## config.mk

```make
export PLATFORM = sky130hd
export DESIGN_NAME = skew_feeder
export DESIGN_NICKNAME = d
export VERILOG_FILES = /design/src/rtl/skew_feeder.sv
export SDC_FILE = /design/constraint.sdc
export NUM_CORES = 1
export LEC_CHECK = 0
export CAP_MARGIN = 40
export CORE_UTILIZATION = 48
export CTS_BUF_LIST = sky130_fd_sc_hd__clkbuf_16
export DETAILED_ROUTE_END_ITERATION = 16
export HOLD_SLACK_MARGIN = 0.15
export PLACE_DENSITY = 0.81
export SLEW_MARGIN = 0
export SYNTH_ARGS = -nofsm -noshare
export SYNTH_HDL_FRONTEND = slang
export SYNTH_SLANG_ARGS = --single-unit
```

## constraint.sdc

```tcl
create_clock -name clk -period 3.2 [get_ports clk]
set_input_delay 0.64 -clock clk [delete_from_list [all_inputs] [get_ports clk]]
set_output_delay 0.64 -clock clk [all_outputs]
set_load 0.02 [all_outputs]
```

## src/rtl/skew_feeder.sv

```systemverilog
// skew_feeder
// -----------------------------------------------------------------------------
// Purpose: accepts one 4x4 matrix of DW-bit elements per valid/ready handshake
// and replays it as a diagonally skewed 4-lane stream over 7 consecutive
// cycles. Step t drives lane l with element (row l, col t-l) whenever
// 0 <= t-l <= 3. Otherwise the lane is zero. The per-lane valid wavefront is
// 0001, 0011, 0111, 1111, 1110, 1100, 1000.
//
// Ports:
//   clk        rising-edge clock
//   rst        synchronous active-high reset; it aborts any wavefront in flight
//   mat_in     16*DW matrix, element (r,c) at bits [DW*(4r+c) +: DW]
//   mat_valid  mat_in is valid
//   mat_ready  a matrix can be accepted this cycle (combinational)
//   skout      4*DW skewed stream, lane l at bits [DW*l +: DW] (registered)
//   dv_skout   per-lane valid, bit l qualifies lane l (registered)
//   busy       a matrix is being emitted (registered)
//   done       one-cycle pulse during the last step, dv_skout=1000 (registered)
//
// Build option: define SKEW_B2B_EN to also accept a matrix during the step-6
// cycle. The next wavefront then follows with no bubble.
// -----------------------------------------------------------------------------
module skew_feeder #(
    parameter int DW = 8
) (
    input  logic             clk,
    input  logic             rst,
    input  logic [16*DW-1:0] mat_in,
    input  logic             mat_valid,
    output logic             mat_ready,
    output logic [4*DW-1:0]  skout,
    output logic [3:0]       dv_skout,
    output logic             busy,
    output logic             done
);

    typedef enum logic {IDLE, SEND} state_t;

    state_t            state_reg, state_next;
    logic [2:0]        step_reg, step_next;
    logic [16*DW-1:0]  hold_reg, hold_next;
    logic [4*DW-1:0]   skout_reg, skout_next;
    logic [3:0]        dv_reg, dv_next;
    logic              busy_reg, busy_next;
    logic              done_reg, done_next;
    logic              xfer;

`ifdef SKEW_B2B_EN
    // The last step can overlap with the next handshake.
    assign mat_ready = !rst && ((state_reg == IDLE) ||
                                ((state_reg == SEND) && (step_reg == 3'd6)));
`else
    assign mat_ready = !rst && (state_reg == IDLE);
`endif

    assign xfer = mat_valid && mat_ready;

    // Next-state logic. step_next is the step shown in the cycle after this edge.
    always_comb begin
        state_next = state_reg;
        step_next  = step_reg;
        hold_next  = hold_reg;
        if (xfer) begin
            state_next = SEND;
            step_next  = 3'd0;
            hold_next  = mat_in;
        end else if (state_reg == SEND) begin
            if (step_reg == 3'd6) begin
                state_next = IDLE;
                step_next  = 3'd0;
            end else begin
                step_next = step_reg + 3'd1;
            end
        end
    end

    // Per-lane output selection. The outputs are registered, so the lanes are
    // computed from the next step and the next holding value. This lets
    // step 0 appear in the cycle right after the handshake.
    genvar gi;
    generate
        for (gi = 0; gi < 4; gi++) begin : g_lane
            logic [2:0] col;
            logic       lane_on;
            assign col     = step_next - 3'(gi);
            assign lane_on = (state_next == SEND) && (step_next >= 3'(gi)) &&
                             (col <= 3'd3);
            assign dv_next[gi] = lane_on;
            // Inactive lanes are forced to zero so stale data never leaks out.
            assign skout_next[DW*gi +: DW] =
                lane_on ? hold_next[DW*4*gi + DW*col[1:0] +: DW] : '0;
        end
    endgenerate

    assign busy_next = (state_next == SEND);
    assign done_next = (state_next == SEND) && (step_next == 3'd6);

    always_ff @(posedge clk) begin
        if (rst) begin
            state_reg <= IDLE;
            step_reg  <= 3'd0;
            skout_reg <= '0;
            dv_reg    <= 4'd0;
            busy_reg  <= 1'b0;
            done_reg  <= 1'b0;
        end else begin
            state_reg <= state_next;
            step_reg  <= step_next;
            skout_reg <= skout_next;
            dv_reg    <= dv_next;
            busy_reg  <= busy_next;
            done_reg  <= done_next;
        end
    end

    // The holding register is pure data. It only moves on a transfer.
    always_ff @(posedge clk) begin
        hold_reg <= hold_next;
    end

    assign skout    = skout_reg;
    assign dv_skout = dv_reg;
    assign busy     = busy_reg;
    assign done     = done_reg;

endmodule

```

After elaboration in Yosys (flattened, before gate mapping)

Cells that the tools add are included.

Register bits: 169
Output and inout port bits: 39
Word-level logic and storage cells: 58

$add $sub $neg: 7
Order comparisons: 8
Equal/unequal tests: 2
Shifts and indexed selects: 4
Muxes and demuxes: 7
Bitwise gates (word level): 5
Reductions and logical operators: 16

Operator list:

| cell                | number |
|---|---|
| $shiftx 128x9->8    | 2 |
| $mux 128            | 1 |
| $shiftx 128x6->8    | 1 |
| $shiftx 128x8->8    | 1 |
| $add 7x5->8 const A | 2 |
| $le 3x2->1 const B  | 4 |
| $logic_and 1x1->1   | 11 |
| $mux 3              | 3 |
| $reduce_or 2->1     | 4 |
| $add 6x5->7 const A | 1 |
| $eq 3x3->1 const B  | 2 |
| $ge 3x1->1 const B  | 2 |
| $ge 3x2->1 const B  | 2 |
| $sub 3x2->3 const B | 2 |
| $not 1->1           | 5 |
| $add 3x1->3 const B | 1 |
| $mux 1              | 3 |
| $sub 3x1->3 const B | 1 |
| $logic_not 1->1     | 1 |

Logic depth before layout (Yosys ltp)

Gate-level depths: netlist (run 1).

Depth after elaboration: 9
Gate-level depth with buffers: 11

Least setup slack after synthesis (run 1)

OpenSTA, ideal clock, no wires.

Kind: input -> register
Start point: input port mat_valid
End point: register skout_reg[10] (netlist: skout[10])
Data arrival time: 2.541 ns
Required time: 3.067 ns
Setup slack: 0.526 ns
Stages: 11
Buffers on the path: 4
Path through: nor2b_2 > or3b_4 > nand2_2 > buf_8 > buf_6 > ha_1 > nand2b_1 > buf_1 > clkbuf_1 > o22ai_1 > nor3_1

Word-level cells in the longest chain between the ends: 7
Elaborated cells between the ends (all ways): 13
Those cells by class: 2 x add/sub; 2 x order compare; 1 x shift; 3 x mux; 1 x bitwise; 4 x reduce/logical

Ends and longest elaborated chain:

| what                                                                | line | text |
|---|---|---|
| start, declared                                                     | 29   | `input logic mat_valid,` |
| $logic_and 1x1->1 *                                                 | 56   | `assign xfer = mat_valid && mat_ready;` |
| $mux 3 *                                                            | 63   | `if (xfer) begin` |
| via g_lane[0].col[1]                                                | 83   | `logic [2:0] col;` |
| parallel branches: the longest is 5 deep, another holds $add 6x5->7 | --   |  |
| end signal, assigned                                                | 109  | `skout_reg <= skout_next;` |
| end, declared                                                       | 42   | `logic [4*DW-1:0] skout_reg, skout_next;` |

Mark *: on every way through the listed nets, which the timed path passes.
A chain may end at the register's enable or synchronous reset.

Worst setup path after layout (run 1)

Start point: input port mat_valid
End point: register skout_reg[21] (netlist: skout[21])

Word-level cells in the longest chain between the ends: 7
Elaborated cells between the ends (all ways): 13
Those cells by class: 2 x add/sub; 2 x order compare; 1 x shift; 3 x mux; 1 x bitwise; 4 x reduce/logical

Ends and longest elaborated chain:

| what                                                   | line   | text |
|---|---|---|
| $logic_and 1x1->1 *                                    | 56     |  |
| $mux 3 *                                               | 63     |  |
| via g_lane[0].col[2]                                   | 83     |  |
| $sub 3x2->3 / $ge 3x2->1 (equally long branches)       | 85, 86 |  |
| $le 3x2->1 / $logic_and 1x1->1 (equally long branches) | 87, 86 |  |
| $logic_and 1x1->1 *                                    | 86     | `assign lane_on = (state_next == SEND) && (step_next >= 3'(gi)) &&` |
| $not 1->1 (no source line) *                           | --     |  |
| $reduce_or 2->1 (no source line) *                     | --     |  |

Mark *: on every way through the listed nets, which the timed path passes. The rest lies on a longest branch.

==> results of run 1 <==
worst register-to-register path, cell delays in order, from the launching register on:
cell	delay, ns
dfxtp_1	0.64
nand2_1	0.10
o21ai_1	0.40
nor2_1	0.21
ha_1	0.35
a31oi_1	0.15
nand3_1	0.33
nor4_1	0.41
worst paths after layout:
kind,startpoint,slack [ns],endpoint
max,mat_valid,0.33,skout[21]$_SDFF_PP0_
min,hold_reg[38]$_DFF_P_,0.47,hold_reg[38]$_DFF_P_
max reg2reg,busy$_SDFF_PP0_,0.52,skout[21]$_SDFF_PP0_
min reg2reg,hold_reg[38]$_DFF_P_,0.47,hold_reg[38]$_DFF_P_
metal layers:
metal	track usage, %	up-vias	wire length [um]
li1	-	2308	-
met1	26.9	2264	6520
met2	39.2	173	7540
met3	6.30	21	1110
met4	9.21	0	227
met5	0	-	0
cells by family (layout without fill, tap and decap cells):
family,count (synthesis),after routing,synth area share (%)
simple gates,94,94,8.16
flops,169,169,52.7
buf+inv,45,233,3.47
fa+ha+maj,11,11,2.14
mux,136,136,23.7
compound gates,78,78,9.89
metrics by stage:
step	instance area [sq um]	power [mW]
floorplan	6420	3.24
global placement	8360	3.58
detailed placement	8360	3.64
CTS	8890	5.50
global route	8890	5.70
finish	8890	5.46
Yosys cell counts (all sizes together):
cell	n	area share, %
nand2	4	0.27
ha	11	2.1
nor2b	2	0.23
or3b	1	0.18
o22ai	32	3.1
o31ai	1	0.12
nand2b	4	0.39
nor2	24	1.4
buf	24	2.1
and4b	1	0.16
o311ai	1	0.41
and2	1	0.097
nor3	19	1.7
nor3b	1	0.12
and3	25	2.4
mux2	128	22
o211ai	1	0.19
a2111oi	8	1.9
o32a	1	0.16
nand4b	1	0.14
a21boi	1	0.12
clkbuf	9	0.55
a211oi	25	2.9
or2	1	0.097
o21ai	3	0.29
mux2i	8	1.2
and3b	1	0.14
dfxtp	169	53
nor4	8	0.78
a21oi	1	0.078
o2bb2ai	1	0.23
a31oi	3	0.39
nand3	1	0.078
inv	12	0.78
cell type report:
class / count / area, sq um / share of cell area, %
Multi-Input combinational cell: 319 / 2830 / 31.8
Inverter: 12 / 50.0 / 0.563
Timing Repair Buffer: 191 / 1880 / 21.2
Tap cell: 172 / 215 / 2.42
Clock inverter: 13 / 108 / 1.21
Clock buffer: 17 / 425 / 4.79
Sequential cell: 169 / 3380 / 38.1
power breakdown:
| group | switching, mW | leakage (nW) | total, mW | internal (mW) |
|---|---|---|---|---|
| logic | 0.434 | 1.86 | 1.03 | 0.597 |
| clock network | 0.804 | 0.265 | 1.86 | 1.05 |
| registers | 0.122 | 1.41 | 2.57 | 2.45 |
| total | 1.36 | 3.54 | 5.46 | 4.10 |
placed cells by master, fill, tap and decap left out, types with 17 or more instances in the layout:
cell,n
and3_1,25
o22ai_1,32
nor3_1,18
clkbuf_16,17
clkdlybuf4s50_1,169
dfxtp_1,169
buf_4,20
nor2_1,24
mux2_2,128
a211oi_1,25
==> impl_results.md, run 1 <==
* Synth cell types at 47
* Data required time of the worst path at around 3.5 ns
* Full die area at 13900 sq um
* Mapped Nets at 675
* Cts repair resizes at 0
* Worst-case clock buffer depth at 2
* Worst path bufs/invs at 3
* Count of final setup violators at 0
* Placer Congestion at approximately 0.85
* Final wirelength at 15400 um
* Largest net degree at the start of global routing at 65
* Length of the first detailed-routing pass in iterations at 4
* Slowest CP cell: clkdlybuf4s50_1
* Clock Sinks at 169
* Worst hold path class: reg -> reg
* Ant. Diodes at 0
* Critical path class: in -> reg
* Crit-path cells: clkdlybuf4s50_1 > nor2b_2 > buf_4 > nor3b_1 > nor2_1 > inv_2 > ha_1 > a31oi_1 > nand3_1 > nor4_1
* Final Util at 69.3%
* Setup crit start kind: input port
* CTS tree: done
* Post-CTS setup buffer count at 0
* Post-synthesis sequential area ratio at 52.7%
* GRT Total Usage at 22.9%
* Synth Cell Area at between 6000 and 7000 sq um
* Final hold viol count at 0
* Nets at 852
* DRC Markers at 0
* Initial DRC Count at 239
* DR vias/cell at 5.34
* Slew Viols, Final at 0
* Synthesis-stage register bit count at 169
* Post-DP HPWL at 11000 um
* Slowest stage delay, CP at 0.48 ns
* Syn Inst Count at 533
* I/O pin total at 170
* Achievable Freq at about 350 MHz
* Run status: completed
* Number of cells on the critical path at 10
* Tmin final at 2.87 ns
* Skew-Pair Late Insertion Delay at 0.42 ns
* First-pass GRT wire length at 25000 um
* Post-route ant nets at 0
* Fill cells at 926
* Yosys warnings at 0
* Worst Skew at 0.00622 ns
* Setup crit end kind: register
* # H-tree levels at 4
* Final Non-Filler Cells at 893
* VDD IR-drop max at 394 uV
* Area delta synth->final at 38.4%
* CP max FO at 9
* Pwr dens at roughly 610 nW/um^2
* Worst-Margin Slew at 0.671 ns
* Setup ws final at 0.327 ns
* Flip-flop count of the largest register after layout at 128
* Initial antenna violation count at 0
* CTS Buf Count at 17
* Worst-path clk slew at 0.06 ns
* GRT Residual Overflow at 0
* Placement Setup Slack at -0.152 ns
* Hold slack final at 0.470 ns
* Post-Place Cells at 863
* Port Buffers at 169
* Row cnt at 41
* Delay-heaviest family, CP: simple AND/OR/NAND/NOR gates
* Total negative slack at 0 ns
* Clk root buf: clkbuf_16
* Die Y at 118 um
* Post-DR wirelength/cell at 17.2 um
* Cells on worst reg2reg path at 7
* RSZ-0062 raised after global routing: no
* Cts hold-fix bufs at 0
* Syn Area/Cell at approximately 12 sq um
* Worst EP arrival at 3.19 ns
* Via count at 4766
* Core Box Area at 12800 sq um
* Slew HR at 55.3%
* Crit share post-route at 89.8%
* Initial Util at approximately 50%
* Layout cell share with drive strength beyond 1 at 27.5%
* Vias in the first global route at ~5100
* Hold path depth at 1
* Die Wd at about 120 um
* P_leak at 3.54 nW
* Number of max-cap violations at 0
Note: power is estimated with default switching activity, not from simulation.
==> run 2, diff against run 1 <==
--- a/config.mk
+++ b/config.mk
@@ -6,6 +6,7 @@
 export NUM_CORES = 1
 export LEC_CHECK = 0
 export CAP_MARGIN = 40
+export CORE_MARGIN = 5
 export CORE_UTILIZATION = 48
 export CTS_BUF_LIST = sky130_fd_sc_hd__clkbuf_16
 export DETAILED_ROUTE_END_ITERATION = 16
==> run 2 against run 1 <==
Compared with the run above: maximum frequency grew 0.45%; cell count grew 0.67%; first-iteration DRC count grew 26%; count of clock-buffer cells in the layout is the same; combinational power is essentially flat; sequential share of layout area shrank 0.15 points; highest routed layer unchanged; wire length grew 2.1%; global-route usage shrank 2.9 points; critical path depth is the same; via count shrank 0.38%; sequential cell count is the same; worst setup slack gained 0.013 ns.
==> impl_results.md, run 2 (synthesis gave the netlist of run 1 again) <==
* Worst-path clk slew at 0.07 ns (about the same)
* Row cnt at 42 (+2.4%)
* GRT Residual Overflow at 0 (unchanged)
* Slew Viols, Final at 0 (unchanged)
* Final hold viol count at 0 (unchanged)
* Flip-flop count of the largest register after layout at 128 (unchanged)
* Achievable Freq at 350 MHz (+0.45%)
* Fill cells at 970 (+4.8%)
* Final Cell Area at 8920 sq um (+0.39%)
* Number of max-cap violations at 0 (unchanged)
* Hold path depth at 1 (unchanged)
* Port Buffers at 169 (unchanged)
* Worst-Margin Slew at 0.498 ns (-0.172 ns)
* Final Util at 67.7% (-1.7 points)
* Vias in the first global route at 5011 (-1.2%)
* Initial antenna violation count at 0 (unchanged)
* Worst hold path class: reg -> reg
* Placer Congestion at 0.818 (-3.4%)
* Pwr dens at 618 nW/um^2 (+0.55%)
* Setup crit end kind: register
* Cts repair resizes at 0 (unchanged)
* Hold EP: hold_reg[0]$_DFF_P_
* Core Box Area at 13200 sq um (+2.8%)
* Length of the first detailed-routing pass in iterations at 4 (unchanged)
* Cells on worst reg2reg path at 8 (+1)
* Initial DRC Count at 300 (+26%)
* Initial Util at 48.7% (-1.4 points)
* Hold slack final at 0.472 ns (+0.00186 ns)
* I/O pin total at 170 (unchanged)
* Layout cell share with drive strength beyond 1 at 28.1% (+0.62 points)
* Count of final setup violators at 0 (unchanged)
* Data required time of the worst path at 3.52 ns (about the same)
* Post-CTS setup buffer count at 0 (unchanged)
* Nets at 852 (unchanged)
* Full die area at 15800 sq um (+14%)
* First-pass GRT wire length at 25400 um (+1.5%)
* Via count at 4748 (-0.38%)
* GRT Total Usage at 20.0% (-2.9 points)
* CTS tree: done
* P_leak at 3.54 nW (about the same)
* # H-tree levels at 4 (unchanged)
* Worst hold start: hold_reg[0]$_DFF_P_
* Final wirelength at 15700 um (+2.1%)
* DRC Markers at 0 (unchanged)
* CP max FO at 10 (+1)
* DR vias/cell at 5.28 (-1.0%)
* Reg2reg start: busy$_SDFF_PP0_
* Worst-case clock buffer depth at 2 (unchanged)
* Run status: completed
* Slew HR at 66.7% (+11 points)
* Setup crit start kind: input port
* Cts hold-fix bufs at 0 (unchanged)
* Skew-Pair Late Insertion Delay at 0.42 ns (about the same)
* Critical Path Most Common Cell: inv_1
* Design Power at 5.51 mW (+0.94%)
* Crit share post-route at 89.4% (-0.40 points)
* Most frequent cells in the layout: dfxtp_1 (169), clkdlybuf4s50_1 (169), mux2_2 (128)
* Area delta synth->final at 38.9%
* Critical path class: in -> reg
* Slowest stage delay, CP at 0.47 ns (about the same)
* Slowest CP cell: clkdlybuf4s50_1
* RSZ-0062 raised after global routing: no
* Tmin final at 2.86 ns (-0.0128 ns)
* VDD IR-drop max at 461 uV (+17%)
* Reg-to-reg slack, setup at 0.63 ns (+0.11 ns)
* Post-DR wirelength/cell at 17.5 um (+1.4%)
* Die Wd at 126 um (+6.8%)
* Die Y at 126 um (+6.8%)
* Worst EP arrival at 3.18 ns (about the same)
* R2r endpoint: skout[26]$_SDFF_PP0_
* Placed Area at 8360 sq um (about the same)
* Clk root buf: clkbuf_16
* Crit-path cells: clkdlybuf4s50_1 > nor2b_2 > buf_4 > o2bb2ai_2 > inv_1 > ha_1 > inv_1 > o31ai_1 > nand3_1 > nor4_1
* Post-Place Cells at 867 (+0.46%)
* Final Non-Filler Cells at 899 (+0.67%)
* Post-route ant nets at 0 (unchanged)
* Post-DP HPWL at 11400 um (+4.2%)
* Largest net degree at the start of global routing at 81 (+25%)
* Ant. Diodes at 0 (unchanged)
* Clock Sinks at 169 (unchanged)
* CTS Buf Count at 17 (unchanged)
* Worst Skew at 0.00707 ns (+0.000848 ns)
==> run 2: cell count changes in the layout (fill, tap and decap cells not counted), sizes merged <==
cell      delta
clkinv       -5
bufinv       -1
clkinvlp     +3
inv          +5
==> run 2: per-stage QoR <==
step	setup WS (ns)	TNS (ns)
after floorplan	0.526	0
after global placement	0.105	0
after detailed placement	-0.123	-0.537
after CTS	0.331	0
after global routing	0.0947	0
final	0.340	0
==> run 2: area by class of cell <==
type                            instances  area (sq um)  share of cell area, %
Inverter                               12          50.0                  0.561
Multi-Input combinational cell        319          2830                   31.7
Sequential cell                       169          3380                   37.9
Clock inverter                         15           138                   1.54
Tap cell                              176           220                   2.47
Timing Repair Buffer                  191          1880                   21.1
Clock buffer                           17           425                   4.77
==> run 2: how the worst max path moves through the flow <==
stage / from / to
global placement: mat_valid / skout[23]$_SDFF_PP0_
floorplan: mat_valid / skout[10]$_SDFF_PP0_
global route: mat_valid / skout[16]$_SDFF_PP0_
detailed placement: mat_valid / skout[20]$_SDFF_PP0_
CTS: mat_valid / skout[20]$_SDFF_PP0_
finish: mat_valid / skout[20]$_SDFF_PP0_
==> run 2: worst max-delay path, delay by kind of cell <==
family | cells | cell delay (ns)
and+or+nand+nor | 3 | 1.01
buffers and inverters | 4 | 0.93
AOI/OAI and AO/OA | 2 | 0.38
adders and majority gates | 1 | 0.22
==> run 2: report_power, final <==
group | internal [mW] | switching, mW | total (mW)
registers | 2.45 | 0.122 | 2.57
logic | 0.594 | 0.430 | 1.02
clock network | 1.02 | 0.894 | 1.92
total | 4.07 | 1.45 | 5.51
==> run 2: per-layer routing <==
layer | wire (um) | global-route usage, % | share of wire [%]
met5 | 0 | 0 | 0
met2 | 7390 | 32.8 | 47
met4 | 336 | 7.97 | 2.1
met3 | 1090 | 6.77 | 6.9
met1 | 6910 | 24.2 | 44
==> run 3, diff against run 2 <==
--- a/config.mk
+++ b/config.mk
@@ -11,6 +11,7 @@
 export CTS_BUF_LIST = sky130_fd_sc_hd__clkbuf_16
 export DETAILED_ROUTE_END_ITERATION = 16
 export HOLD_SLACK_MARGIN = 0.15
+export MAX_ROUTING_LAYER = met4
 export PLACE_DENSITY = 0.81
 export SLEW_MARGIN = 0
 export SYNTH_ARGS = -nofsm -noshare
==> run 3 against run 2 <==
Compared with the run above: power barely moved; combinational power barely moved; critical path type unchanged; critical endpoint unchanged; maximum frequency barely moved.
==> impl_results.md, run 3 (synthesis gave the netlist of run 1 again) <==
* Grt met2 use at 32.8% (about the same)
* Worst hold path class: reg -> reg
* Reg-to-reg slack, setup at 0.62 ns (about the same)
* Cells on worst reg2reg path at 8 (unchanged)
* Met1 Track Usage GR at 24.6% (+0.35 points)
* Slew Viols, Final at 0 (unchanged)
* GRT Residual Overflow at 0 (unchanged)
* Vias in the first global route at 5021 (+0.20%)
* Skew-Pair Late Insertion Delay at 0.42 ns (about the same)
* Initial antenna violation count at 0 (unchanged)
* Worst-path clk slew at 0.07 ns (about the same)
* Run status: completed
* GRT Total Usage at 20.6% (+0.61 points)
* CTS Buf Count at 17 (unchanged)
* Worst Setup SP: mat_valid
* Post-route ant nets at 0 (unchanged)
* Post-DP HPWL at 11400 um (unchanged)
* Setup crit start kind: input port
* Worst-case clock buffer depth at 2 (unchanged)
* Port Buffers at 169 (unchanged)
* Achievable Freq at 349 MHz (about the same)
* Via count at 4724 (-0.51%)
* Crit share post-route at 89.4% (about the same)
* Row cnt at 42 (unchanged)
* Most frequent cells in the layout: dfxtp_1 (169), clkdlybuf4s50_1 (169), mux2_2 (128)
* Critical path class: in -> reg
* DR vias/cell at 5.25 (-0.51%)
* Pwr dens at 618 nW/um^2 (about the same)
* Delay-heaviest family, CP: simple AND/OR/NAND/NOR gates
* RSZ-0062 raised after global routing: no
* Clk root buf: clkbuf_16
* Placer Congestion at 0.830 (+1.5%)
* Post-DR wirelength/cell at 17.5 um (about the same)
* Count of final setup violators at 0 (unchanged)
* Cts repair resizes at 0 (unchanged)
* Clock Sinks at 169 (unchanged)
* Capture point of the critical path: skout[20]$_SDFF_PP0_
* Flip-flop count of the largest register after layout at 128 (unchanged)
* Met3 Track Usage GR at 6.35% (-0.42 points)
* Cts hold-fix bufs at 0 (unchanged)
* Nets at 852 (unchanged)
* Area delta synth->final at 38.9% (unchanged)
* Number of cells on the critical path at 10 (unchanged)
* Worst-Margin Slew at 0.499 ns (+0.000755 ns)
* Largest net degree at the start of global routing at 81 (unchanged)
* Die Y at 126 um (unchanged)
* Post-CTS setup buffer count at 0 (unchanged)
* Number of max-cap violations at 0 (unchanged)
* CTS tree: done
* Fill cells at 970 (unchanged)
* Tmin final at 2.86 ns (+0.00129 ns)
* Core Box Area at 13200 sq um (unchanged)
* Worst Skew at 0.00705 ns (-0.0000260 ns)
* VDD IR-drop max at 462 uV (+0.27%)
* Layout cell share with drive strength beyond 1 at 28.1% (unchanged)
* Die Wd at 126 um (unchanged)
* R2r endpoint: skout[26]$_SDFF_PP0_
* DRC Markers at 0 (unchanged)
* Worst path bufs/invs at 4 (unchanged)
* Final Non-Filler Cells at 899 (unchanged)
* Initial Util at 48.7% (unchanged)
* Post-Place Cells at 867 (unchanged)
* Length of the first detailed-routing pass in iterations at 4 (unchanged)
* Hold slack final at 0.473 ns (+0.00117 ns)
* Data required time of the worst path at 3.52 ns (about the same)
* Final hold viol count at 0 (unchanged)
* Slowest stage delay, CP at 0.47 ns (about the same)
* Slowest CP cell: clkdlybuf4s50_1
* First-pass GRT wire length at 25400 um (+0.17%)
* Full die area at 15800 sq um (unchanged)
* Worst EP arrival at 3.18 ns (about the same)
* # H-tree levels at 4 (unchanged)
* CP max FO at 10 (unchanged)
* Crit-path cells: clkdlybuf4s50_1 > nor2b_2 > buf_4 > o2bb2ai_2 > inv_1 > ha_1 > inv_1 > o31ai_1 > nand3_1 > nor4_1
* Ant. Diodes at 0 (unchanged)
* Reg2reg start: busy$_SDFF_PP0_
* I/O pin total at 170 (unchanged)
* Setup crit end kind: register
* Slew HR at 66.6% (about the same)
* Final wirelength at 15700 um (about the same)
* Busiest grt layer: met2
* Critical Path Most Common Cell: inv_1
* P_leak at 3.54 nW (unchanged)
* Initial DRC Count at 314 (+4.7%)
-- run 3: worst register-to-register path: cells and delay by family, from the launching register on --
kind	cells	cell delay, ns
simple gates	3	0.50
buf+inv	1	0.19
flops	1	0.62
fa+ha+maj	1	0.29
compound gates	3	0.90
-- run 3: metrics by stage --
stage / utilization [%] / power, mW / setup slack [ns] / instance area [sq um] / TNS, ns
after global routing: 67.7 / 5.77 / 0.0947 / 8920 / 0
final: 67.7 / 5.51 / 0.339 / 8920 / 0
after detailed placement: 63.4 / 3.64 / -0.123 / 8360 / -0.537
after global placement: 63.4 / 3.58 / 0.105 / 8360 / 0
after floorplan: - / 3.24 / 0.526 / 6420 / 0
after CTS: 67.7 / 5.55 / 0.331 / 8920 / 0
-- run 3: worst min-delay path by stage --
stage                     startpoint               endpoint  slack [ns]  depth (start not counted)
2_1_floorplan    hold_reg[0]$_DFF_P_    hold_reg[0]$_DFF_P_        0.45                          1
3_3_place_gp     hold_reg[7]$_DFF_P_    hold_reg[7]$_DFF_P_        0.45                          1
3_5_place_dp   hold_reg[106]$_DFF_P_  hold_reg[106]$_DFF_P_        0.46                          1
4_1_cts          hold_reg[0]$_DFF_P_    hold_reg[0]$_DFF_P_        0.47                          1
5_1_grt         hold_reg[54]$_DFF_P_   hold_reg[54]$_DFF_P_        0.49                          1
6_report         hold_reg[0]$_DFF_P_    hold_reg[0]$_DFF_P_        0.47                          1
-- run 3: power breakdown --
part,internal [mW],switching [mW]
sequential,2.45,0.122
clock,1.02,0.892
combinational,0.594,0.430
total,4.07,1.44
-- run 3: layer usage --
metal	up-vias	wire length (um)
li1	2325	-
met1	2222	7040
met2	151	7390
met3	26	987
met4	0	301
met5	-	0
-- run 3: area by class of cell --
class                      instances  area, sq um  area share [%]
sequential                       169         3380            37.9
multi-input combinational        319         2830            31.7
timing repair buffer             191         1880            21.1
clock buffer                      17          425            4.77
tap                              176          220            2.47
clock inverter                    15          138            1.54
inverter                          12         50.0           0.561
